===== src/rtl/delay_timer_prog.sv =====
// -----------------------------------------------------------------------------
// delay_timer_prog
// Programmable delay timer for the reaction-timer game.
//   * WIDTH-bit down-counter, decremented once every PRESCALE clock1 cycles
//   * one-shot or auto-reload, selected when start is accepted
//   * abort has priority over start, which has priority over counting
//   * done is a one-cycle pulse on each expiry, output_signal marks expiry,
//     busy is high while running, count shows the live counter value
// Optional build macro: DELAY_TIMER_RANDOM_EN
//   When defined, a 16-bit Fibonacci LFSR (taps 16,14,13,11) adds a masked
//   random offset to delay_in on each accepted start (saturating sum).
//   When undefined, the load value is delay_in exactly and no LFSR exists.
// All outputs are driven straight from flops.
// -----------------------------------------------------------------------------
module delay_timer_prog #(
    parameter int               WIDTH     = 12,
    parameter int               PRESCALE  = 1,
    parameter logic [WIDTH-1:0] RAND_MASK = 12'h0FF,
    parameter logic [15:0]      SEED      = 16'hACE1
) (
    input  logic             clock1,
    input  logic             key,
    input  logic             start,
    input  logic             abort,
    input  logic             reload_mode,
    input  logic [WIDTH-1:0] delay_in,
    output logic             output_signal,
    output logic             done,
    output logic             busy,
    output logic [WIDTH-1:0] count
);

    typedef enum logic [1:0] {
        ST_IDLE    = 2'b00,
        ST_RUN     = 2'b01,
        ST_EXPIRED = 2'b10
    } state_t;

    localparam logic [WIDTH-1:0] CNT_ZERO = {WIDTH{1'b0}};
    localparam logic [WIDTH-1:0] CNT_ONE  = WIDTH'(1);

    state_t           state_r;
    logic [WIDTH-1:0] counter_r;
    logic [WIDTH-1:0] load_r;
    logic             mode_r;
    logic             output_signal_r;
    logic             done_r;
    logic             busy_r;

    logic             accept_s;
    logic             tick_s;
    logic [WIDTH-1:0] load_s;

    // Saturating add used when the random offset is folded into the delay.
    function automatic logic [WIDTH-1:0] sat_add(input logic [WIDTH-1:0] a,
                                                 input logic [WIDTH-1:0] b);
        logic [WIDTH:0] sum;
        sum = {1'b0, a} + {1'b0, b};
        if (sum[WIDTH]) begin
            return {WIDTH{1'b1}};
        end else begin
            return sum[WIDTH-1:0];
        end
    endfunction

    // Feedback bit for the 16-bit Fibonacci LFSR, taps 16,14,13,11.
    function automatic logic lfsr_feedback(input logic [15:0] v);
        return v[15] ^ v[13] ^ v[12] ^ v[10];
    endfunction

    // A start is accepted only when abort is not asserted on the same edge.
    always_comb begin
        accept_s = 1'b0;
        if (start && !abort) begin
            accept_s = 1'b1;
        end else begin
            accept_s = 1'b0;
        end
    end

    // -------------------------------------------------------------------------
    // Prescaler: only built when more than one cycle per tick is requested.
    // -------------------------------------------------------------------------
    if (PRESCALE > 1) begin : g_prescaler
        localparam int              PS_W    = $clog2(PRESCALE);
        localparam logic [PS_W-1:0] PS_LAST = PS_W'(PRESCALE - 1);
        localparam logic [PS_W-1:0] PS_ONE  = PS_W'(1);
        localparam logic [PS_W-1:0] PS_ZERO = {PS_W{1'b0}};

        logic [PS_W-1:0] prescale_r;

        // Cycle counter within one tick; held at zero outside RUN and on start/abort.
        always_ff @(posedge clock1 or posedge key) begin
            if (key) begin
                prescale_r <= PS_ZERO;
            end else if (abort || accept_s || (state_r != ST_RUN)) begin
                prescale_r <= PS_ZERO;
            end else if (prescale_r == PS_LAST) begin
                prescale_r <= PS_ZERO;
            end else begin
                prescale_r <= prescale_r + PS_ONE;
            end
        end

        // A tick occurs on the last cycle of each prescaler period while running.
        always_comb begin
            tick_s = 1'b0;
            if ((state_r == ST_RUN) && (prescale_r == PS_LAST)) begin
                tick_s = 1'b1;
            end else begin
                tick_s = 1'b0;
            end
        end
    end else begin : g_no_prescaler
        // Without a prescaler every running cycle is a tick.
        always_comb begin
            tick_s = 1'b0;
            if (state_r == ST_RUN) begin
                tick_s = 1'b1;
            end else begin
                tick_s = 1'b0;
            end
        end
    end

    // A zero seed would lock the LFSR in its all-zero state; this named
    // block marks that configuration and keeps both random parameters
    // referenced in every build.
    if ((SEED == 16'h0000) || (RAND_MASK == CNT_ZERO)) begin : g_random_cfg_degenerate
    end

    // -------------------------------------------------------------------------
    // Load value selection
    // -------------------------------------------------------------------------
`ifdef DELAY_TIMER_RANDOM_EN
    logic [15:0]      lfsr_r;
    logic [31:0]      lfsr_ext_s;
    logic [WIDTH-1:0] rand_s;

    // LFSR free-runs on every clock1 edge so start time picks the offset.
    always_ff @(posedge clock1 or posedge key) begin
        if (key) begin
            lfsr_r <= SEED;
        end else begin
            lfsr_r <= {lfsr_r[14:0], lfsr_feedback(lfsr_r)};
        end
    end

    // Randomised load: delay_in plus masked LFSR bits, saturating at all-ones.
    always_comb begin
        lfsr_ext_s = {16'h0000, lfsr_r};
        rand_s     = lfsr_ext_s[WIDTH-1:0] & RAND_MASK;
        load_s     = sat_add(delay_in, rand_s);
    end
`else
    // Deterministic load: exactly the requested delay.
    always_comb begin
        load_s = delay_in;
    end
`endif

    // -------------------------------------------------------------------------
    // Main FSM with registered outputs.
    // -------------------------------------------------------------------------
    // Controls state, counter, latched load/mode and all output flops.
    always_ff @(posedge clock1 or posedge key) begin
        if (key) begin
            state_r         <= ST_IDLE;
            counter_r       <= CNT_ZERO;
            load_r          <= CNT_ZERO;
            mode_r          <= 1'b0;
            output_signal_r <= 1'b0;
            done_r          <= 1'b0;
            busy_r          <= 1'b0;
        end else if (abort) begin
            state_r         <= ST_IDLE;
            counter_r       <= CNT_ZERO;
            output_signal_r <= 1'b0;
            done_r          <= 1'b0;
            busy_r          <= 1'b0;
        end else if (accept_s) begin
            load_r <= load_s;
            mode_r <= reload_mode;
            if (load_s != CNT_ZERO) begin
                state_r         <= ST_RUN;
                counter_r       <= load_s;
                output_signal_r <= 1'b0;
                done_r          <= 1'b0;
                busy_r          <= 1'b1;
            end else begin
                // Zero delay expires on the accepting edge itself.
                state_r         <= ST_EXPIRED;
                counter_r       <= CNT_ZERO;
                output_signal_r <= 1'b1;
                done_r          <= 1'b1;
                busy_r          <= 1'b0;
            end
        end else begin
            case (state_r)
                ST_RUN: begin
                    if (tick_s) begin
                        // Counter values of 0 or 1 both expire, so it never wraps.
                        if (counter_r <= CNT_ONE) begin
                            done_r          <= 1'b1;
                            output_signal_r <= 1'b1;
                            if (mode_r) begin
                                state_r   <= ST_RUN;
                                counter_r <= load_r;
                                busy_r    <= 1'b1;
                            end else begin
                                state_r   <= ST_EXPIRED;
                                counter_r <= CNT_ZERO;
                                busy_r    <= 1'b0;
                            end
                        end else begin
                            counter_r       <= counter_r - CNT_ONE;
                            done_r          <= 1'b0;
                            output_signal_r <= 1'b0;
                            busy_r          <= 1'b1;
                        end
                    end else begin
                        done_r          <= 1'b0;
                        output_signal_r <= 1'b0;
                        busy_r          <= 1'b1;
                    end
                end
                ST_EXPIRED: begin
                    counter_r       <= CNT_ZERO;
                    output_signal_r <= 1'b1;
                    done_r          <= 1'b0;
                    busy_r          <= 1'b0;
                end
                ST_IDLE: begin
                    counter_r       <= CNT_ZERO;
                    output_signal_r <= 1'b0;
                    done_r          <= 1'b0;
                    busy_r          <= 1'b0;
                end
                default: begin
                    // Illegal encoding: recover to a quiet IDLE.
                    state_r         <= ST_IDLE;
                    counter_r       <= CNT_ZERO;
                    output_signal_r <= 1'b0;
                    done_r          <= 1'b0;
                    busy_r          <= 1'b0;
                end
            endcase
        end
    end

    assign output_signal = output_signal_r;
    assign done          = done_r;
    assign busy          = busy_r;
    assign count         = counter_r;

endmodule


===== config.mk =====
export PLATFORM = sky130hd
export DESIGN_NAME = delay_timer_prog
export DESIGN_NICKNAME = d
export VERILOG_FILES = /design/src/rtl/delay_timer_prog.sv
export SDC_FILE = /design/constraint.sdc
export NUM_CORES = 1
export LEC_CHECK = 0
export ABC_CLOCK_PERIOD_IN_PS = 3900
export CAP_MARGIN = 10
export CORE_ASPECT_RATIO = 1.25
export CORE_MARGIN = 2
export CORE_UTILIZATION = 48
export CTS_CLUSTER_SIZE = 8
export DETAILED_ROUTE_END_ITERATION = 10
export PLACE_DENSITY = 0.79
export SYNTH_ARGS = -nofsm -noshare
export SYNTH_HDL_FRONTEND = slang
export SYNTH_SLANG_ARGS = --single-unit
export TNS_END_PERCENT = 30

===== constraint.sdc =====
create_clock -name clock1 -period 3.9 [get_ports clock1]
set_clock_uncertainty 0.05 [all_clocks]
set_input_delay 1.17 -clock clock1 [delete_from_list [all_inputs] [get_ports clock1]]
set_output_delay 1.17 -clock clock1 [all_outputs]
set_load 0.01 [all_outputs]

==> reports/metrics.cfg, run 1 <==
[worst_setup_path]
path_buf_inv=1
cp_max_fo=3
critPathLaunch=delay_in[0]
cp-end-kind=register
cp.arrival_ps=2850
r2r_setup_slack_ps=1480
crit_chain=clkdlybuf4s50_1 -> nor4_1 -> and4_1 -> nor3_1 -> mux2_2
crit_required_ps=4010
crit_family=simple AND/OR/NAND/NOR gates
crit_path_end=state_r[0]$_DFFE_PP0P_
cpMaxStageDelayCell=nor4_1
crit_cells=5
r2r-end=state_r[1]$_DFFE_PP0P_
critPathMaxStageDelay_ps=500
rr_worst_depth=4
start_kind=input port
crit_type=in -> reg
reg2reg_from=count[4]$_DFF_PP0_

[clock_tree]
hold_buffers=0
cts-htree-levels=2
cts_buffer_depth=2
root_buffer=clkbuf_8
cts_setup_buffers=0
cts_tree=done
clock_sinks=30
insertion_delay_ps=270
path_clk_slew_ps=60
cts-resized-gates=0
cts_inserted_buffers=5

[drt]
drt_iter0_drc=60
drt_wl_total_microns=4040
wl_met1_microns=1720
wl_met3_microns=187
wl_met2_microns=2050
drt_pass1_iterations=4
via_count=1491
highest_layer=met4
viasPerCell=5.87
wl_per_cell_microns=15.9
route.detailed.drc=0
antenna_left=0

[floorplan]
die_h_microns=68.8
initial_core_util_pct=50.1
core_area_sq_um=3220
dieArea_sq_um=3850
dieWidth_microns=55.9
ioPinCount=32
rows=23

[finish]
antennaDiodeCount=0
finalNetCount=239
layout-drive-gt1-share_pct=6.45
instances_no_fill=254
syn2layout_area_growth_pct=25.8

[pwr]
p_switching_mw=0.242
pwr-share-seq_pct=46.5
clkPwrFrac_pct=28.5
p_total_mw=0.797
switching_share_pct=30.3
p_comb_share_pct=25.1
p_leak_nw=0.921
ir_drop_v=0.000293
power_per_cell_area_nw_per_um2=392
p_int_mw=0.555

[sta]
worstMarginPinSlew_ps=733
min_period_ps=2740
rsz0062_at_grt=false
setup-tns-final_ps=0
max_freq_mhz=365
setup_viol=0
drv_slew=0
finalHoldViolCount=0
hold-worst-slack_ps=426
slew_headroom_pct=50.7
setup_ws_ps=1160
period_share_pct=70.2

[hold_path]
holdCritStartpoint=load_r[5]$_DFFE_PP0P_
hp-class=reg -> reg

[placed_design]
placed_cells=247
dp_hpwl_microns=2950
pre_cts_slack_ps=866
portBuffers=31
place.gp.congestion=0.899

[logic_synthesis]
syn_area_sq_um=1610
synthTopCellsByCount=nand2_1, dfrtp_1, nor2_1
synthCells=184
yosysTopAreaCell=dfrtp_1
yosysWarningCount=0
synth_cell_types=42
synthArstFlopShare_pct=100
synth.most_common_cell=nand2_1
synth_edf_count=0
synth_ff_type=dfrtp_1
ys_seq_elements=30
synth_top_area_share_pct=46.5
synth.net_count=206
synthTopCellsByArea=dfrtp_1, nand2_1, ha_1
ys_seq_area_share_pct=46.5
syn_area_per_cell_sq_um=8.77

[status]
run_status=finished clean

[grt]
grt_pass1_wl_microns=6850
grt_usage_pct=23.4
antenna_found_initial=0
overflow=0
grt_pass1_vias=1491
grt_max_degree=31

[job]
drv_cap=0

worst min-delay path by stage:
stage,to,slack [ps],cells past startpoint
after detailed placement,load_r[5]$_DFFE_PP0P_,410,2
after CTS,load_r[5]$_DFFE_PP0P_,420,2
after floorplan,load_r[5]$_DFFE_PP0P_,390,2
final,load_r[5]$_DFFE_PP0P_,430,2
after global placement,load_r[5]$_DFFE_PP0P_,400,2
after global routing,load_r[6]$_DFFE_PP0P_,450,2
power by group through the flow:
stage | Combinational (mW) | Sequential [mW] | Clock, mW
6_report | 0.200 | 0.370 | 0.227
2_1_floorplan | 0.130 | 0.370 | 0
5_1_grt | 0.222 | 0.374 | 0.246
4_1_cts | 0.199 | 0.369 | 0.233
3_3_place_gp | 0.193 | 0.373 | 0
3_5_place_dp | 0.198 | 0.375 | 0
worst register-to-register path: cells and delay by family, from the launching register on:
kind	cells	cell delay, ps
flops	1	430
simple gates	2	1310
compound gates	2	510
cell families (layout without fill, tap and decap cells):
kind of cell / Yosys count / after routing / synth area share (%)
simple gates: 89 / 89 / 26.7
fa+ha+maj: 5 / 5 / 3.88
compound gates: 38 / 38 / 15.1
xor+xnor: 5 / 5 / 2.71
flops: 30 / 30 / 46.5
mux: 2 / 2 / 1.32
buf+inv: 15 / 48 / 3.80
stage by stage:
step                utilization (%)  instance area (sq um)
finish                         63.0                   2030
global route                   63.0                   2030
CTS                            63.0                   2030
detailed placement             60.6                   1950
global placement               60.6                   1950
floorplan                         -                   1610
routing by layer:
layer,global-route usage [%],vias to the layer above
li1,-,716
met1,27.9,713
met2,42.1,52
met3,5.04,10
met4,9.23,0
met5,0,-
layout by cell type (no fill, tap or decap), drive strengths merged, types with 2 or more instances in the layout:
cell type,Yosys,final
dfrtp,30,30
a21oi,12,12
nand4,2,2
a31oi,4,4
clkbuf,5,7
inv,8,8
and4,2,2
o41ai,2,2
nor4b,2,2
ha,5,5
a221oi,2,2
clkdlybuf4s50,0,31
xor2,2,2
o31ai,3,3
nor2,13,13
a211oi,2,2
and3,3,3
nand2,45,45
xnor2,3,3
nor4,6,6
and2,2,2
nor3,4,4
or3,2,2
nand3,3,3
o21ai,9,9
buf,2,2
area by class of cell:
type	count	area (sq um)
inverter	8	30.0
tap	37	46.3
sequential	30	751
timing repair buffer	33	325
fill	261	1190
clock buffer	7	76.3
multi-input combinational	139	802
sequential cells by signal (all words and copies together), names as in the netlist:
name	flops
busy	1
mode_r	1
count	12
load_r	12
done	1
state_r	2
output_signal	1
Note: power is estimated with default switching activity, not from simulation.
==> inputs of run 2 (changes only) <==
--- a/config.mk
+++ b/config.mk
@@ -5,11 +5,11 @@
 export SDC_FILE = /design/constraint.sdc
 export NUM_CORES = 1
 export LEC_CHECK = 0
-export ABC_CLOCK_PERIOD_IN_PS = 3900
+export ABC_CLOCK_PERIOD_IN_PS = 2400
 export CAP_MARGIN = 10
 export CORE_ASPECT_RATIO = 1.25
 export CORE_MARGIN = 2
-export CORE_UTILIZATION = 48
+export CORE_UTILIZATION = 46
 export CTS_CLUSTER_SIZE = 8
 export DETAILED_ROUTE_END_ITERATION = 10
 export PLACE_DENSITY = 0.79
==> constraint.sdc (replaced) <==
create_clock -name clock1 -period 2.4 [get_ports clock1]
set_clock_uncertainty 0.05 [all_clocks]
set_input_delay 0.72 -clock clock1 [delete_from_list [all_inputs] [get_ports clock1]]
set_output_delay 0.72 -clock clock1 [all_outputs]
set_load 0.01 [all_outputs]
==> run 2 against run 1 <==
Compared with the run above:
- flip-flop and latch count unchanged
- register-to-register slack worse by 1100 ps
- clock-buffer cell count up 1
- routed wire length up 3.7%
==> reports/metrics.cfg, run 2 (synthesis results as in run 1) <==
[worst_setup_path]
crit_family=buffers and inverters  ; was simple AND/OR/NAND/NOR gates
cpMaxStageDelayCell=clkdlybuf4s50_1  ; was nor4_1
crit_chain=clkdlybuf4s50_1  ; was clkdlybuf4s50_1 -> nor4_1 -> and4_1 -> nor3_1 -> mux2_2
critPathLaunch=count[2]$_DFF_PP0_  ; was delay_in[0]
crit_required_ps=1630  ; was 4010 ps
critPathMaxStageDelay_ps=580  ; was 500 ps
reg2reg_from=count[5]$_DFF_PP0_  ; was count[4]$_DFF_PP0_
cp-end-kind=output pin  ; was register
start_kind=register  ; was input port
path_buf_inv=1  ; unchanged
cp.arrival_ps=1330  ; was 2850 ps
cp_max_fo=7  ; was 3
crit_type=reg -> out  ; was in -> reg

[clock_tree]
cts_inserted_buffers=5  ; unchanged
insertion_delay_ps=280  ; was 270 ps
cts_buffer_depth=2  ; unchanged
path_clk_slew_ps=60  ; about the same
cts_tree=done  ; unchanged
cts_setup_buffers=0  ; unchanged
hold_buffers=0  ; unchanged
root_buffer=clkbuf_8  ; unchanged
cts-resized-gates=0  ; unchanged
clock_sinks=30  ; unchanged
cts-htree-levels=2  ; unchanged

[grt]
grt_pass1_vias=1522  ; was 1491
overflow=0  ; unchanged
grt_max_degree=31  ; unchanged
antenna_found_initial=0  ; unchanged
grt_pass1_wl_microns=6920  ; was 6850 microns
grt_usage_pct=22.4  ; was 23.4%

[hold_path]
holdCritStartpoint=load_r[0]$_DFFE_PP0P_  ; was load_r[5]$_DFFE_PP0P_
hp-class=reg -> reg  ; unchanged

[placed_design]
dp_hpwl_microns=3080  ; was 2950 microns
place.gp.congestion=0.899  ; about the same
place_area_sq_um=2060  ; was 1950 sq um
portBuffers=31  ; unchanged

[sta]
period_share_pct=87.4
finalHoldViolCount=0  ; unchanged
setup_viol=0  ; unchanged
min_period_ps=2100
slew_headroom_pct=66.1  ; was 50.7%
worstMarginPinSlew_ps=509  ; was 733 ps
rsz0062_at_grt=false  ; unchanged
max_freq_mhz=477
hold-worst-slack_ps=427  ; was 426 ps
setup-tns-final_ps=0  ; unchanged
drv_slew=0  ; unchanged

[drt]
drt_iter0_drc=60  ; unchanged
antenna_left=0  ; unchanged
wl_per_cell_microns=15.5  ; was 15.9 microns
route.detailed.drc=0  ; unchanged
drt_pass1_iterations=4  ; unchanged
drt_wl_total_microns=4190  ; was 4040 microns
viasPerCell=5.70  ; was 5.87
via_count=1545  ; was 1491

[finish]
syn2layout_area_growth_pct=34.6  ; was 25.8%
finalNetCount=253  ; was 239
design_area_sq_um=2170  ; was 2030 sq um
regArea_sq_um=751  ; unchanged
multi_input_area_sq_um=802  ; unchanged
fill_cells=300  ; was 261
mostFrequentLayoutCells=nand2_1, clkdlybuf4s50_1, dfrtp_1  ; unchanged
layout_commonest_cell=nand2_1  ; unchanged
antennaDiodeCount=0  ; unchanged
layout-drive-gt1-share_pct=13.4  ; was 6.45%

[pwr]
p_leak_nw=1.01  ; was 0.921 nW
power_per_cell_area_nw_per_um2=660  ; was 392 nW/um^2
p_total_mw=1.43  ; was 0.797 mW
ir_drop_v=0.000496  ; was 0.000293 V

[job]
drv_cap=0  ; unchanged

[floorplan]
die_h_microns=70.2  ; was 68.8 microns
dieArea_sq_um=4000  ; was 3850 sq um
ioPinCount=32  ; unchanged
core_area_sq_um=3420  ; was 3220 sq um
initial_core_util_pct=47.1  ; was 50.1%
rows=24  ; was 23
dieWidth_microns=57.0  ; was 55.9 microns

[status]
run_status=finished clean  ; unchanged

## run 2: final cells by class
cell class	count	area share (%)
Tap cell	39	2.25
Timing Repair Buffer	47	19.8
Inverter	8	1.38
Sequential cell	30	34.6
Clock buffer	8	5.07
Multi-Input combinational cell	139	36.9
## run 2: metal layers
layer | up-vias | wire, microns | track usage [%]
met2 | 46 | 2210 | 39.3
met5 | - | 0 | 0
li1 | 747 | - | -
met1 | 745 | 1720 | 25.8
met4 | 0 | 63 | 8.53
met3 | 7 | 194 | 5.56
## run 2: stage by stage
stage | setup slack [ps] | instances | util [%]
after floorplan | 348 | 184 | -
after global placement | 86.5 | 263 | 60.2
after detailed placement | 57.3 | 263 | 60.2
after CTS | 302 | 271 | 63.5
after global routing | 231 | 271 | 63.5
final | 303 | 271 | 63.5
## run 2: worst paths after layout
kind	end	slack, ps	cells past startpoint
min	load_r[0]$_DFFE_PP0P_	430	2
min in group asynchronous	load_r[11]$_DFFE_PP0P_	760	3
max in group asynchronous	done$_DFF_PP0_	1250	3
min reg2reg	load_r[0]$_DFFE_PP0P_	430	2
max	count[2]	300	1
max reg2reg	count[9]$_DFF_PP0_	360	5
## run 2: power by group
part / leakage [nW] / internal, mW / switching, mW / total [mW]
Clock: 0.0575 / 0.289 / 0.190 / 0.479
Sequential: 0.388 / 0.553 / 0.0488 / 0.602
Combinational: 0.563 / 0.174 / 0.180 / 0.353
